--- config.mk ---
export PLATFORM = sky130hd
export DESIGN_NAME = pgr_uart_rx_32bit
export DESIGN_NICKNAME = d
export VERILOG_FILES = /design/src/rtl/pgr_uart_pkg.sv /design/src/rtl/pgr_uart_rx_sampler.sv /design/src/rtl/pgr_uart_rx_32bit.sv
export SDC_FILE = /design/constraint.sdc
export NUM_CORES = 1
export LEC_CHECK = 0
export BUFFER_PORTS_ARGS = -buffer_cell sky130_fd_sc_hd__buf_2
export CORE_MARGIN = 2
export CORE_UTILIZATION = 55
export DETAILED_ROUTE_END_ITERATION = 8
export PLACE_DENSITY = 0.73
export SLEW_MARGIN = 10
export SYNTH_ARGS = -nofsm -noshare
export SYNTH_HDL_FRONTEND = slang
export SYNTH_SLANG_ARGS = --single-unit
--- constraint.sdc ---
create_clock -name clk -period 2.65 [get_ports clk]
set_input_delay 0.3975 -clock clk [delete_from_list [all_inputs] [get_ports clk]]
set_output_delay 0.3975 -clock clk [all_outputs]
set_load 0.01 [all_outputs]
--- src/rtl/pgr_uart_pkg.sv ---
// Shared UART definitions for the uart2apb bridge RX/TX pair: FSM states, word-length
// encoding, default oversample ratio and the parity function both directions agree on.
package pgr_uart_pkg;

  localparam int UART_OSR = 6;

  typedef enum logic [2:0] {
    ST_IDLE   = 3'd0,
    ST_START  = 3'd1,
    ST_DATA   = 3'd2,
    ST_PARITY = 3'd3,
    ST_STOP   = 3'd4
  } uart_state_e;

  typedef enum logic [1:0] {
    WL_5 = 2'b00,
    WL_6 = 2'b01,
    WL_7 = 2'b10,
    WL_8 = 2'b11
  } uart_wlen_e;

  // Unused upper bits of data must be zero; they then do not disturb the reduction.
  function automatic logic uart_parity(input logic [7:0] data, input logic odd);
    return odd ? ~(^data) : (^data);
  endfunction

  function automatic logic [2:0] uart_last_bit(input logic [1:0] wlen);
    return 3'd4 + {1'b0, wlen};
  endfunction

endpackage

--- src/rtl/pgr_uart_rx_sampler.sv ---
// rxd synchroniser, tick-rate last-sample register, falling-edge detect and 3-sample majority vote.
// Edge and vote are combinational off registered samples; no backpressure.
module pgr_uart_rx_sampler #(
  parameter int SYNC_STAGES = 2
) (
  input  logic clk,
  input  logic rst_n,
  input  logic clk_en,
  input  logic rxd,
  input  logic cap_a,
  input  logic cap_b,
  output logic fall_edge,
  output logic vote
);

  logic [SYNC_STAGES-1:0] sync_q;
  logic                   last_q;
  logic                   smp_a_q;
  logic                   smp_b_q;
  logic                   rxd_sync;

  assign rxd_sync = sync_q[SYNC_STAGES-1];

  always_ff @(posedge clk or negedge rst_n) begin
    if (!rst_n) begin
      sync_q  <= '1;
      last_q  <= 1'b1;
      smp_a_q <= 1'b1;
      smp_b_q <= 1'b1;
    end else begin
      sync_q <= {sync_q[SYNC_STAGES-2:0], rxd};
      if (clk_en) begin
        last_q <= rxd_sync;
      end
      if (cap_a) begin
        smp_a_q <= rxd_sync;
      end
      if (cap_b) begin
        smp_b_q <= rxd_sync;
      end
    end
  end

  // A held-low line (break) keeps last_q at 0, so no new edge until rxd returns high.
  assign fall_edge = clk_en & last_q & ~rxd_sync;
  assign vote      = (smp_a_q & smp_b_q) | (smp_a_q & rxd_sync) | (smp_b_q & rxd_sync);

endmodule

--- src/rtl/pgr_uart_rx_32bit.sv ---
// UART RX de-framer (OSR-x oversampled, 5..8 data bits, optional parity, 1/2 stop, LSB/MSB first).
// Write strobe 1 clk after the last stop-bit vote; a full FIFO drops the frame and pulses overrun.
module pgr_uart_rx_32bit
  import pgr_uart_pkg::*;
#(
  parameter int OSR         = UART_OSR,
  parameter int SYNC_STAGES = 2
) (
  input  logic       clk,
  input  logic       rst_n,
  input  logic       clk_en,
  input  logic       rxd,
  input  logic [1:0] uart_word_len,
  input  logic       uart_parity_en,
  input  logic       uart_parity_type,
  input  logic       uart_stop_len,
  input  logic       uart_mode,
  input  logic       rx_fifo_full,
  output logic [7:0] rx_fifo_wr_data,
  output logic       rx_fifo_wr_en,
  output logic       rx_parity_err,
  output logic       rx_frame_err,
  output logic       rx_overrun
);

  localparam int TW = (OSR > 1) ? $clog2(OSR) : 1;

  uart_state_e   state_q;
  logic [TW-1:0] tick_q;
  logic [2:0]    bit_q;
  logic          stop_q;
  logic [7:0]    shift_q;
  logic          par_err_q;
  logic          frm_err_q;

  logic [7:0]    wr_data_q;
  logic          wr_en_q;
  logic          par_pulse_q;
  logic          frm_pulse_q;
  logic          ovr_q;

  logic          fall_edge;
  logic          vote;
  logic          last_tick;
  logic          at_vote;
  logic          cap_a;
  logic          cap_b;
  logic          stop_bad;
  logic [1:0]    align_sh;
  logic [7:0]    data_aligned;

  assign last_tick = (tick_q == TW'(OSR - 1));
  assign at_vote   = (tick_q == TW'(4));
  assign cap_a     = clk_en && (tick_q == TW'(2));
  assign cap_b     = clk_en && (tick_q == TW'(3));

  // LSB-first fills from the top, so short words sit high until shifted down.
  assign align_sh     = 2'd3 - uart_word_len;
  assign data_aligned = uart_mode ? shift_q : (shift_q >> align_sh);
  assign stop_bad     = frm_err_q | ~vote;

  pgr_uart_rx_sampler #(
    .SYNC_STAGES (SYNC_STAGES)
  ) u_sampler (
    .clk       (clk),
    .rst_n     (rst_n),
    .clk_en    (clk_en),
    .rxd       (rxd),
    .cap_a     (cap_a),
    .cap_b     (cap_b),
    .fall_edge (fall_edge),
    .vote      (vote)
  );

  always_ff @(posedge clk or negedge rst_n) begin
    if (!rst_n) begin
      state_q     <= ST_IDLE;
      tick_q      <= '0;
      bit_q       <= '0;
      stop_q      <= 1'b0;
      shift_q     <= '0;
      par_err_q   <= 1'b0;
      frm_err_q   <= 1'b0;
      wr_data_q   <= '0;
      wr_en_q     <= 1'b0;
      par_pulse_q <= 1'b0;
      frm_pulse_q <= 1'b0;
      ovr_q       <= 1'b0;
    end else begin
      wr_en_q     <= 1'b0;
      par_pulse_q <= 1'b0;
      frm_pulse_q <= 1'b0;
      ovr_q       <= 1'b0;

      if (clk_en) begin
        tick_q <= last_tick ? '0 : tick_q + TW'(1);

        case (state_q)
          ST_IDLE: begin
            if (fall_edge) begin
              state_q <= ST_START;
              tick_q  <= TW'(1);
            end
          end

          ST_START: begin
            if (at_vote && vote) begin
              state_q <= ST_IDLE;
            end else if (last_tick) begin
              state_q   <= ST_DATA;
              bit_q     <= '0;
              shift_q   <= '0;
              par_err_q <= 1'b0;
              frm_err_q <= 1'b0;
            end
          end

          ST_DATA: begin
            if (at_vote) begin
              shift_q <= uart_mode ? {shift_q[6:0], vote} : {vote, shift_q[7:1]};
            end
            if (last_tick) begin
              if (bit_q == uart_last_bit(uart_word_len)) begin
                state_q <= uart_parity_en ? ST_PARITY : ST_STOP;
                stop_q  <= 1'b0;
              end else begin
                bit_q <= bit_q + 3'd1;
              end
            end
          end

          ST_PARITY: begin
            if (at_vote) begin
              par_err_q <= vote ^ uart_parity(data_aligned, uart_parity_type);
            end
            if (last_tick) begin
              state_q <= ST_STOP;
              stop_q  <= 1'b0;
            end
          end

          ST_STOP: begin
            // Leave mid-stop on the last vote so a start edge half a bit later is caught.
            if (at_vote) begin
              if (stop_q == uart_stop_len) begin
                state_q <= ST_IDLE;
                if (!rx_fifo_full) begin
                  wr_en_q     <= 1'b1;
                  wr_data_q   <= data_aligned;
                  par_pulse_q <= par_err_q;
                  frm_pulse_q <= stop_bad;
                end else begin
                  ovr_q <= 1'b1;
                end
              end else begin
                frm_err_q <= stop_bad;
              end
            end
            if (last_tick) begin
              stop_q <= 1'b1;
            end
          end

          default: state_q <= ST_IDLE;
        endcase
      end
    end
  end

  assign rx_fifo_wr_data = wr_data_q;
  assign rx_fifo_wr_en   = wr_en_q;
  assign rx_parity_err   = par_pulse_q;
  assign rx_frame_err    = frm_pulse_q;
  assign rx_overrun      = ovr_q;

endmodule

==> results.cfg, run 1 <==
[run_status]
status = completed

[detailed_routing]
viasPerCell = 5.88
wl_per_cell_um = 14.9
wl_um = 4240
drt_iter0_markers = 118
top_layer_used = met4
met2_length_um = 1880
wl_met3_um = 181
ant_nets = 0
drc_errors = 0
dr.pass1.iters = 4
wl_met1_um = 2100
vias = 1675

[clock_tree]
htree_levels = 2
cts-root-buf = clkbuf_8
cts_inserted_buffers = 5
max-clock-path-buffers = 2
post-cts-setup-buffers = 0
clk_pin_slew_ps = 60
insertion_delay_ps = 290
ctsHoldBuffers = 0
cts_resized = 0
cts_sinks = 37
tritoncts = yes

[global_route]
grt_max_degree = 38
grt.overflow.total = 0
grt_pass1_wl_um = 7450
grt_pass1_vias = 1571
grtUsageTotal_pct = 22.4
antenna_found_initial = 0

[pwr]
p_leak_nw = 1.07
powerDensity_nw_per_um2 = 793
ir_drop_v = 0.000307
total_power_mw = 1.86

[layout]
drive_gt1_share_pct = 21.5
nets = 250
syn2layout_area_growth_pct = 8.94
finalInstanceArea_um2 = 2350
multi_input_area_um2 = 1100
n_antenna_cell = 0
instances_no_fill = 285
fill_cells = 347
seq_area_um2 = 932

[setup_path]
required_ps = 2830
r2r-start = state_q[1]$_DFFE_PN0P_
path_max_fanout = 12
critical_path_arrival_ps = 2360
crit_path_start_kind = register
endpoint_kind = register
crit_chain = or3b_2, a31oi_1, nor2_1, o21ai_1, mux2_2
cpPeakStageDelay_ps = 620
crit_type = reg -> reg
timing.critical_path.from = state_q[1]$_DFFE_PN0P_
cpMaxStageDelayCell = or3b_2

[die]
start_util_pct = 58.0
die_h_um = 66.6
io_pins = 23
std_cell_rows = 22
dieArea_um2 = 4440
die_w_um = 66.6
coreArea_um2 = 3720

[synth]
ys_ff_latch = 37
ys_async_sr_fraction_pct = 100
syn_area_per_cell_um2 = 9.75
ys_types = 54
synth_area_um2 = 2160
synthesis.nets = 234
synth_enable_flop_cells = 0
syn_inst = 221
ys_seq_area_share_pct = 43.2
synth_ff_type = dfrtp_1
ys_warn_count = 0

[sta]
rsz0062_at_grt = false
fin_skew_ps = 2.80
fin_setup_tns_ps = 0
layout_min_cycle_time_ps = 2180
worstMarginPinSlew_ps = 782
maxSlewViolCount = 0
fmax_ghz = 0.459
setup_viol = 0
final.setup.worst_slack_ps = 469
maxSlewHeadroom_pct = 47.9
hold_viol_final = 0
min_period_over_period_pct = 82.3

[placement]
place_inst = 278
place_ws_ps = 269
hpwl_um = 3040
gp_congestion = 0.862
port_buffers = 22
place_area_um2 = 2260

[min_path]
hold_class = in -> async

[run]
cap_violations = 0
[final timing paths]
path	cells after the start	slack, ps	to
hold / removal	1	180	rx_fifo_wr_data[6]$_DFFE_PN0P_
min in group clk	1	200	u_sampler.sync_q[0]$_DFF_PN1_
setup / recovery	5	470	state_q[0]$_DFFE_PN0P_
hold reg to reg	0	360	u_sampler.sync_q[1]$_DFF_PN1_
setup reg to reg	5	470	state_q[0]$_DFFE_PN0P_
max in group asynchronous	1	1970	bit_q[2]$_DFFE_PN0P_
[through the flow]
step,hold WS (ps),util (%)
after global placement,347,60.9
after floorplan,102,-
after CTS,200,63.2
final,180,63.2
after global routing,201,63.2
after detailed placement,347,60.9
[per-layer routing]
layer  GRT usage (%)  vias up
li1                -      823
met2            33.8       43
met3            4.56        8
met5               0        -
met1            31.2      801
met4            9.95        0
[registers in the layout (all words and copies together) (netlist names), 2 cells and up]
signal,cells
bit_q,3
state_q,3
rx_fifo_wr_data,8
shift_q,8
tick_q,3
u_sampler.sync_q,2
[cells in the mapped netlist (all sizes together), types with 2 or more instances]
| library cell | instances | area share, % |
|---|---|---|
| o221ai | 2 | 0.81 |
| a31oi | 2 | 0.58 |
| o22ai | 2 | 0.58 |
| ha | 2 | 1.2 |
| xnor3 | 2 | 2.1 |
| buf | 6 | 2.3 |
| or3 | 2 | 0.58 |
| nor3 | 4 | 0.93 |
| and2 | 4 | 1.2 |
| nand2 | 28 | 4.9 |
| xnor2 | 5 | 2.0 |
| o211ai | 3 | 1.0 |
| clkbuf | 10 | 1.7 |
| nor2b | 3 | 0.87 |
| nor2 | 12 | 2.1 |
| dfstp | 5 | 6.1 |
| o21ai | 13 | 3.0 |
| nand3b | 2 | 0.70 |
| dfrtp | 32 | 37 |
| or3b | 3 | 1.3 |
| mux2i | 12 | 5.6 |
| nand2b | 3 | 0.87 |
| inv | 9 | 1.6 |
| mux2 | 8 | 4.2 |
| o31ai | 12 | 4.2 |
| o41ai | 3 | 1.6 |
| a21oi | 11 | 2.9 |
| o22a | 2 | 0.81 |
[report_power, final]
part | internal [mW] | switching, mW | leakage [nW]
Sequential | 0.688 | 0.142 | 0.483
Combinational | 0.307 | 0.334 | 0.545
Clock | 0.206 | 0.185 | 0.0443
Total | 1.20 | 0.661 | 1.07
[logic make-up (layout without fill, tap and decap cells)]
| logic type | count (synthesis) | in the layout | share of synthesized area, % |
|---|---|---|---|
| xor gates and xnor gates | 8 | 8 | 4.53 |
| buffers and inverters | 25 | 41 | 5.57 |
| DFF | 37 | 37 | 43.2 |
| AOI/OAI and AO/OA | 60 | 60 | 19.6 |
| adders and majority gates | 3 | 3 | 1.62 |
| and+or+nand+nor | 68 | 68 | 15.7 |
| muxes | 20 | 20 | 9.75 |
[critical path: cells and delay by family, from the launching register on]
kind,cells,cell delay (ps)
flip-flops,1,490
AO/OA/AOI/OAI,2,520
AND/OR/NAND/NOR,2,680
multiplexers,1,370
[placed cells by master, fill, tap and decap left out, types with 2 or more instances in the layout]
cell type and n:
o22a_1 2, dfrtp_1 32, inv_1 9, xnor3_1 2, o211ai_1 3, a21oi_2 2, o31ai_1 12, o221ai_1 2
nand3b_1 2, a31oi_1 2, nand2b_1 3, buf_4 3, o21ai_0 11, nor2_1 12, or3_1 2, clkbuf_8 6
o41ai_1 2, nor3_1 4, nor2b_1 3, dfstp_2 5, o21ai_1 2, nand2_1 28, xnor2_1 5, a21oi_1 9
or3b_2 2, mux2_2 8, and2_1 4, ha_1 2, buf_2 22, mux2i_1 12, o22ai_1 2
[final cells by class]
cell class	count	area share, %
inverter	9	1.44
tap	48	2.56
clock buffer	7	3.68
timing repair buffer	25	5.65
sequential	37	39.7
multi-input combinational	159	47.0
Power figures use the tool's default switching activity.
==> run 2, diff against run 1 <==
--- a/config.mk
+++ b/config.mk
@@ -5,11 +5,12 @@
 export SDC_FILE = /design/constraint.sdc
 export NUM_CORES = 1
 export LEC_CHECK = 0
+export ABC_AREA = 1
 export BUFFER_PORTS_ARGS = -buffer_cell sky130_fd_sc_hd__buf_2
 export CORE_MARGIN = 2
-export CORE_UTILIZATION = 55
+export CORE_UTILIZATION = 53
 export DETAILED_ROUTE_END_ITERATION = 8
-export PLACE_DENSITY = 0.73
+export PLACE_DENSITY = 0.74
 export SLEW_MARGIN = 10
 export SYNTH_ARGS = -nofsm -noshare
 export SYNTH_HDL_FRONTEND = slang
==> constraint.sdc (replaced) <==
create_clock -name clk -period 1.8 [get_ports clk]
set_input_delay 0.27 -clock clk [delete_from_list [all_inputs] [get_ports clk]]
set_output_delay 0.27 -clock clk [all_outputs]
set_load 0.01 [all_outputs]
==> run 2 against run 1 <==
Effect of this change:
- area after synthesis grew 4.4%
- clock power grew 51%
- synthesized cell count grew 43%
- highest routed layer unchanged
==> results.cfg, run 2 <==
[sta]
hold_viol_final = 0
worstMarginPinSlew_ps = 578
final.setup.worst_slack_ps = 130
holdWs_ps = 88.0
layout_min_cycle_time_ps = 1670
min_period_over_period_pct = 92.8
setup_viol = 0
fin_setup_tns_ps = 0
fin_skew_ps = 12.0
maxSlewHeadroom_pct = 61.2
fmax_ghz = 0.599
maxSlewViolCount = 0

[placement]
place_area_um2 = 2470
place_inst = 391
port_buffers = 22
gp_congestion = 0.938
place_ws_ps = 32.8
hpwl_um = 3840

[detailed_routing]
drt_iter0_markers = 189
ant_nets = 0
wl_um = 5140
viasPerCell = 5.19
drc_errors = 0
dr.pass1.iters = 5
vias = 2111
wl_per_cell_um = 12.6

[synth]
ys_types = 32
yosys.area.top_type = dfrtp_1
synthTopCellsByCount = nand2_1, inv_1, nand3_1
synth_enable_flop_cells = 0
ys_seq_area_share_pct = 41.4
synth_area_leaders = dfrtp_1, nand2_1, nand3_1
synth_area_um2 = 2250
ys_async_sr_fraction_pct = 100
ys_ff_latch = 37
syn_inst = 317
synthesis.nets = 330
synth_most_common_cell = nand2_1
ys_warn_count = 0
syn_area_per_cell_um2 = 7.10
synth_ff_type = dfrtp_1
synth_top_area_share_pct = 35.6

[pwr]
ir_drop_v = 0.000742
total_power_mw = 3.30
p_leak_nw = 1.38
powerDensity_nw_per_um2 = 1240

[die]
start_util_pct = 55.8
die_h_um = 69.2
coreArea_um2 = 4030
die_w_um = 69.2
io_pins = 23
dieArea_um2 = 4780
std_cell_rows = 23

[global_route]
grt.overflow.total = 0
grt_max_degree = 38
grt_pass1_wl_um = 8870
grt_pass1_vias = 1975
grtUsageTotal_pct = 22.7
antenna_found_initial = 0

[clock_tree]
htree_levels = 2
insertion_delay_ps = 290
max-clock-path-buffers = 2
cts_sinks = 37
cts_inserted_buffers = 5
tritoncts = yes
clk_pin_slew_ps = 80
cts-root-buf = clkbuf_8

[run]
cap_violations = 0

[layout]
nets = 369
finalInstanceArea_um2 = 2660
syn2layout_area_growth_pct = 18.1
instances_no_fill = 407
final_cell_mix = nand2_1, inv_1, nand3_1, dfrtp_1, o21ai_0
fill_cells = 374
drive_gt1_share_pct = 20.2
mostFrequentLayoutCell = nand2_1
n_antenna_cell = 0
utilization_pct = 66.0

[setup_path]
endpoint_kind = register
crit_chain = inv_2, nor2_4, inv_2, nor2_4, o21ai_4, nor3_4, buf_4, nand3_1, o21ai_0
cpMaxStageDelayCell = dfrtp_2
cpPeakStageDelay_ps = 420
path_max_fanout = 8
critical_path_arrival_ps = 1860
crit_type = reg -> reg
crit_path_start_kind = register
required_ps = 1990

[min_path]
hold_class = in -> reg

[run_status]
status = completed
run 2: logic make-up after synthesis:
group | count (synthesis) | share of synthesized area [%]
XOR/XNOR | 3 | 1.17
AO/OA/AOI/OAI | 53 | 13.6
adder cells (fa/ha/maj) | 2 | 1.11
flip-flops | 37 | 41.4
buffers and inverters | 53 | 9.01
AND/OR/NAND/NOR | 169 | 33.6
run 2: worst paths after layout:
kind / startpoint / end / slack [ps] / depth (start not counted)
worst max register to register: state_q[1]$_DFFE_PN0P_ / shift_q[5]$_DFFE_PN0P_ / 130 / 9
max in group asynchronous: rst_n / u_sampler.last_q$_DFFE_PN1P_ / 1070 / 3
worst min register to register: u_sampler.sync_q[0]$_DFF_PN1_ / u_sampler.sync_q[1]$_DFF_PN1_ / 360 / 0
worst min-delay path: rxd / u_sampler.sync_q[0]$_DFF_PN1_ / 90 / 1
worst max-delay path: state_q[1]$_DFFE_PN0P_ / shift_q[5]$_DFFE_PN0P_ / 130 / 9
min in group asynchronous: rst_n / shift_q[6]$_DFFE_PN0P_ / 470 / 3
run 2: routing by layer:
metal,up-vias,GRT usage [%],part of all wire [%]
li1,1100,-,-
met1,949,30.2,45
met2,54,38.1,49
met3,8,4.24,4.3
met4,0,6.10,1.4
met5,-,0,0
run 2: power by group:
part / leakage, nW / total [mW] / internal (mW) / switching [mW]
sequential: 0.485 / 1.22 / 1.03 / 0.190
combinational: 0.849 / 1.49 / 0.578 / 0.909
clock: 0.0455 / 0.590 / 0.312 / 0.278
run 2: area by class of cell:
class                      count  area (µm²)  area share, %
multi-input combinational    227        1150           43.2
sequential                    37         936           35.2
timing repair buffer          38         245           9.23
inverter                      47         176           6.64
clock buffer                   8        90.1           3.39
tap                           50        62.6           2.35
run 2: what timing repair did:
action / CTS / global route
resized for setup: 0 / 14
hold buffers: 1 / 0
buffers inserted: 0 / 7
hold endpoints to repair: 32 / 0
endpoints found under the setup margin: 0 / 11
run 2: worst max-delay path: cells and delay by family, from the launching register on:
kind,cells,cell delay [ps]
compound gates,2,180
buf+inv,3,300
flops,1,420
simple gates,4,670
==> run 3, diff against run 2 <==
--- a/config.mk
+++ b/config.mk
@@ -14,4 +14,5 @@
 export SLEW_MARGIN = 10
 export SYNTH_ARGS = -nofsm -noshare
 export SYNTH_HDL_FRONTEND = slang
+export SYNTH_HIERARCHICAL = 1
 export SYNTH_SLANG_ARGS = --single-unit
==> run 3 against run 2 <==
Effect of this change:
- clock skew is 3.5 ps lower
- area after synthesis is 2.0% higher
- maximum frequency hardly changed
- sequential power is 6% higher
- core utilization is 1.5 points lower
- clock power is 26% higher
- worst hold slack worse by 82 ps
- count of clock-buffer cells in the layout is 3 lower
- critical path depth is 1 higher
- synthesized cell count is 0.32% higher
- critical path type unchanged
- largest cell class unchanged
- largest power group unchanged
- highest routed layer unchanged
==> results.cfg, run 3 <==
[synth]
synth_top_area_share_pct = 34.9
synth_most_common_cell = nand2_1
ys_types = 38
syn_inst = 318
synth_area_leaders = dfrtp_1, nand2_1, nand3_1
ys_warn_count = 6
synth_area_um2 = 2290
synth_ff_type = dfrtp_1
ys_ff_latch = 37
synth_enable_flop_cells = 0
ys_seq_area_share_pct = 40.6
synthTopCellsByCount = nand2_1, inv_1, dfrtp_1
ys_async_sr_fraction_pct = 100
syn_area_per_cell_um2 = 7.22
synthesis.nets = 331
yosys.area.top_type = dfrtp_1

[clock_tree]
cts_sinks = 37
tritoncts = yes
cts-root-buf = clkbuf_8
insertion_delay_ps = 300
clk_pin_slew_ps = 80
cts_inserted_buffers = 5
max-clock-path-buffers = 2
ctsHoldBuffers = 0
htree_levels = 2

[sta]
worstMarginPinSlew_ps = 461
layout_min_cycle_time_ps = 1670
setup_viol = 0
maxSlewViolCount = 0
fmax_ghz = 0.599
min_period_over_period_pct = 92.7
holdWs_ps = 5.95
fin_skew_ps = 8.52
maxSlewHeadroom_pct = 69.3
hold_viol_final = 0

[pwr]
sw_frac_of_total_pct = 43.5
comb_power_share_pct = 44.8
clock_power_share_pct = 20.2
ir_drop_v = 0.000860
powerDensity_nw_per_um2 = 1400
intPower_mw = 2.08
p_leak_nw = 1.40
p_sw_mw = 1.60
p_seq_share_pct = 35.0

[die]
dieArea_um2 = 4870
std_cell_rows = 23
die_h_um = 69.8
io_pins = 23
coreArea_um2 = 4090
die_w_um = 69.8
start_util_pct = 56.2

[global_route]
grt_max_degree = 38
use_met2_pct = 32.1
grt_busiest_layer = met1
grt.overflow.total = 0
grt_pass1_vias = 1895
met1_usage_pct = 33.1
grtUsageTotal_pct = 22.0
met3_usage_pct = 3.63
antenna_found_initial = 0
grt_pass1_wl_um = 8740

[setup_path]
endpoint_kind = register
crit_type = reg -> reg
crit_buf_inv = 2
crit_path_start_kind = register
cpMaxStageDelayCell = dfstp_2
required_ps = 2030
crit_chain = nand2_1, nand3_2, inv_2, o21ai_2, nor2_1, a21oi_1, nand3_1, inv_2, nor2_1, a31oi_1
reg2reg_setup_slack_ps = 130
path_max_fanout = 6
critical_path_arrival_ps = 1890
cp_top_family = flip-flops
cpPeakStageDelay_ps = 580

[placement]
port_buffers = 22
place_area_um2 = 2480
hpwl_um = 3790
gp_congestion = 0.996

[detailed_routing]
drt_iter0_markers = 157
wl_um = 4950
wl_per_cell_um = 12.3
viasPerCell = 5.34
drc_errors = 0
ant_nets = 0
dr.pass1.iters = 5
vias = 2145

[layout]
final_cell_mix = nand2_1, inv_1, dfrtp_1, nand3_1, nor2_1
mostFrequentLayoutCell = nand2_1
nets = 364
drive_gt1_share_pct = 23.6
n_antenna_cell = 0
syn2layout_area_growth_pct = 14.8
finalInstanceArea_um2 = 2640
fill_cells = 383

[run]
cap_violations = 0

[run_status]
status = completed

[min_path]
hold_class = in -> async
==> run 3: per-layer routing <==
layer | share of wire (%) | up-vias | routed length [µm]
met5 | 0 | - | 0
met1 | 48 | 971 | 2360
met2 | 44 | 72 | 2200
met3 | 6.4 | 7 | 319
li1 | - | 1095 | -
met4 | 1.4 | 0 | 71
==> run 3: worst paths after layout <==
check	from	endpoint	depth (start not counted)
min in group clk	rxd	u_sampler/sync_q[0]$_DFF_PN1_	1
worst max register to register	u_sampler/sync_q[1]$_DFF_PN1_	state_q[0]$_DFFE_PN0P_	10
worst min-delay path	rst_n	rx_fifo_wr_data[0]$_DFFE_PN0P_	2
worst max-delay path	u_sampler/sync_q[1]$_DFF_PN1_	state_q[0]$_DFFE_PN0P_	10
worst min register to register	u_sampler/sync_q[0]$_DFF_PN1_	u_sampler/sync_q[1]$_DFF_PN1_	0
max in group asynchronous	rst_n	u_sampler/last_q$_DFFE_PN1P_	2
==> run 3: power by group through the flow <==
stage               logic, mW  clock network, mW  registers (mW)
global placement         1.54                  0            1.28
detailed placement       1.57                  0            1.29
CTS                      1.59              0.760            1.28
floorplan                1.22                  0            1.25
global route             1.90              0.792            1.32
finish                   1.65              0.742            1.29
==> run 3: kinds of logic (layout without fill, tap and decap cells) <==
group / after synthesis / in the layout / share of synthesized area (%)
and+or+nand+nor: 166 / 166 / 33.1
buffers and inverters: 56 / 90 / 9.87
AOI/OAI and AO/OA: 54 / 54 / 14.1
DFF: 37 / 37 / 40.6
adders and majority gates: 2 / 2 / 1.09
xor gates and xnor gates: 2 / 2 / 0.763
muxes: 1 / 1 / 0.436
==> run 3: stage by stage <==
step                      setup slack, ps  TNS [ps]  util, %  power (mW)  std cells
after detailed placement            -60.8      -128     60.8        2.86        392
final                                 131         0     64.5        3.68        402
after CTS                            27.9         0     63.8        3.63        400
after global placement              -47.3      -108     60.8        2.83        392
after global routing                -13.3     -21.2     64.5        4.01        402
after floorplan                       297         0        -        2.47        318
==> run 3: area by class of cell <==
class	count	area [µm²]	share of cell area [%]
Inverter	52	198	7.50
Clock inverter	3	46.3	1.76
Tap cell	50	62.6	2.37
Multi-Input combinational cell	225	1160	43.9
Timing Repair Buffer	30	170	6.46
Clock buffer	5	68.8	2.61
Sequential cell	37	933	35.4
==> run 3: what timing repair did <==
item / 4_1_cts / 5_1_grt
buffers inserted: 0 / 2
pin swaps: 0 / 4
resized for setup: 2 / 6
endpoints found under the setup margin: 3 / 9
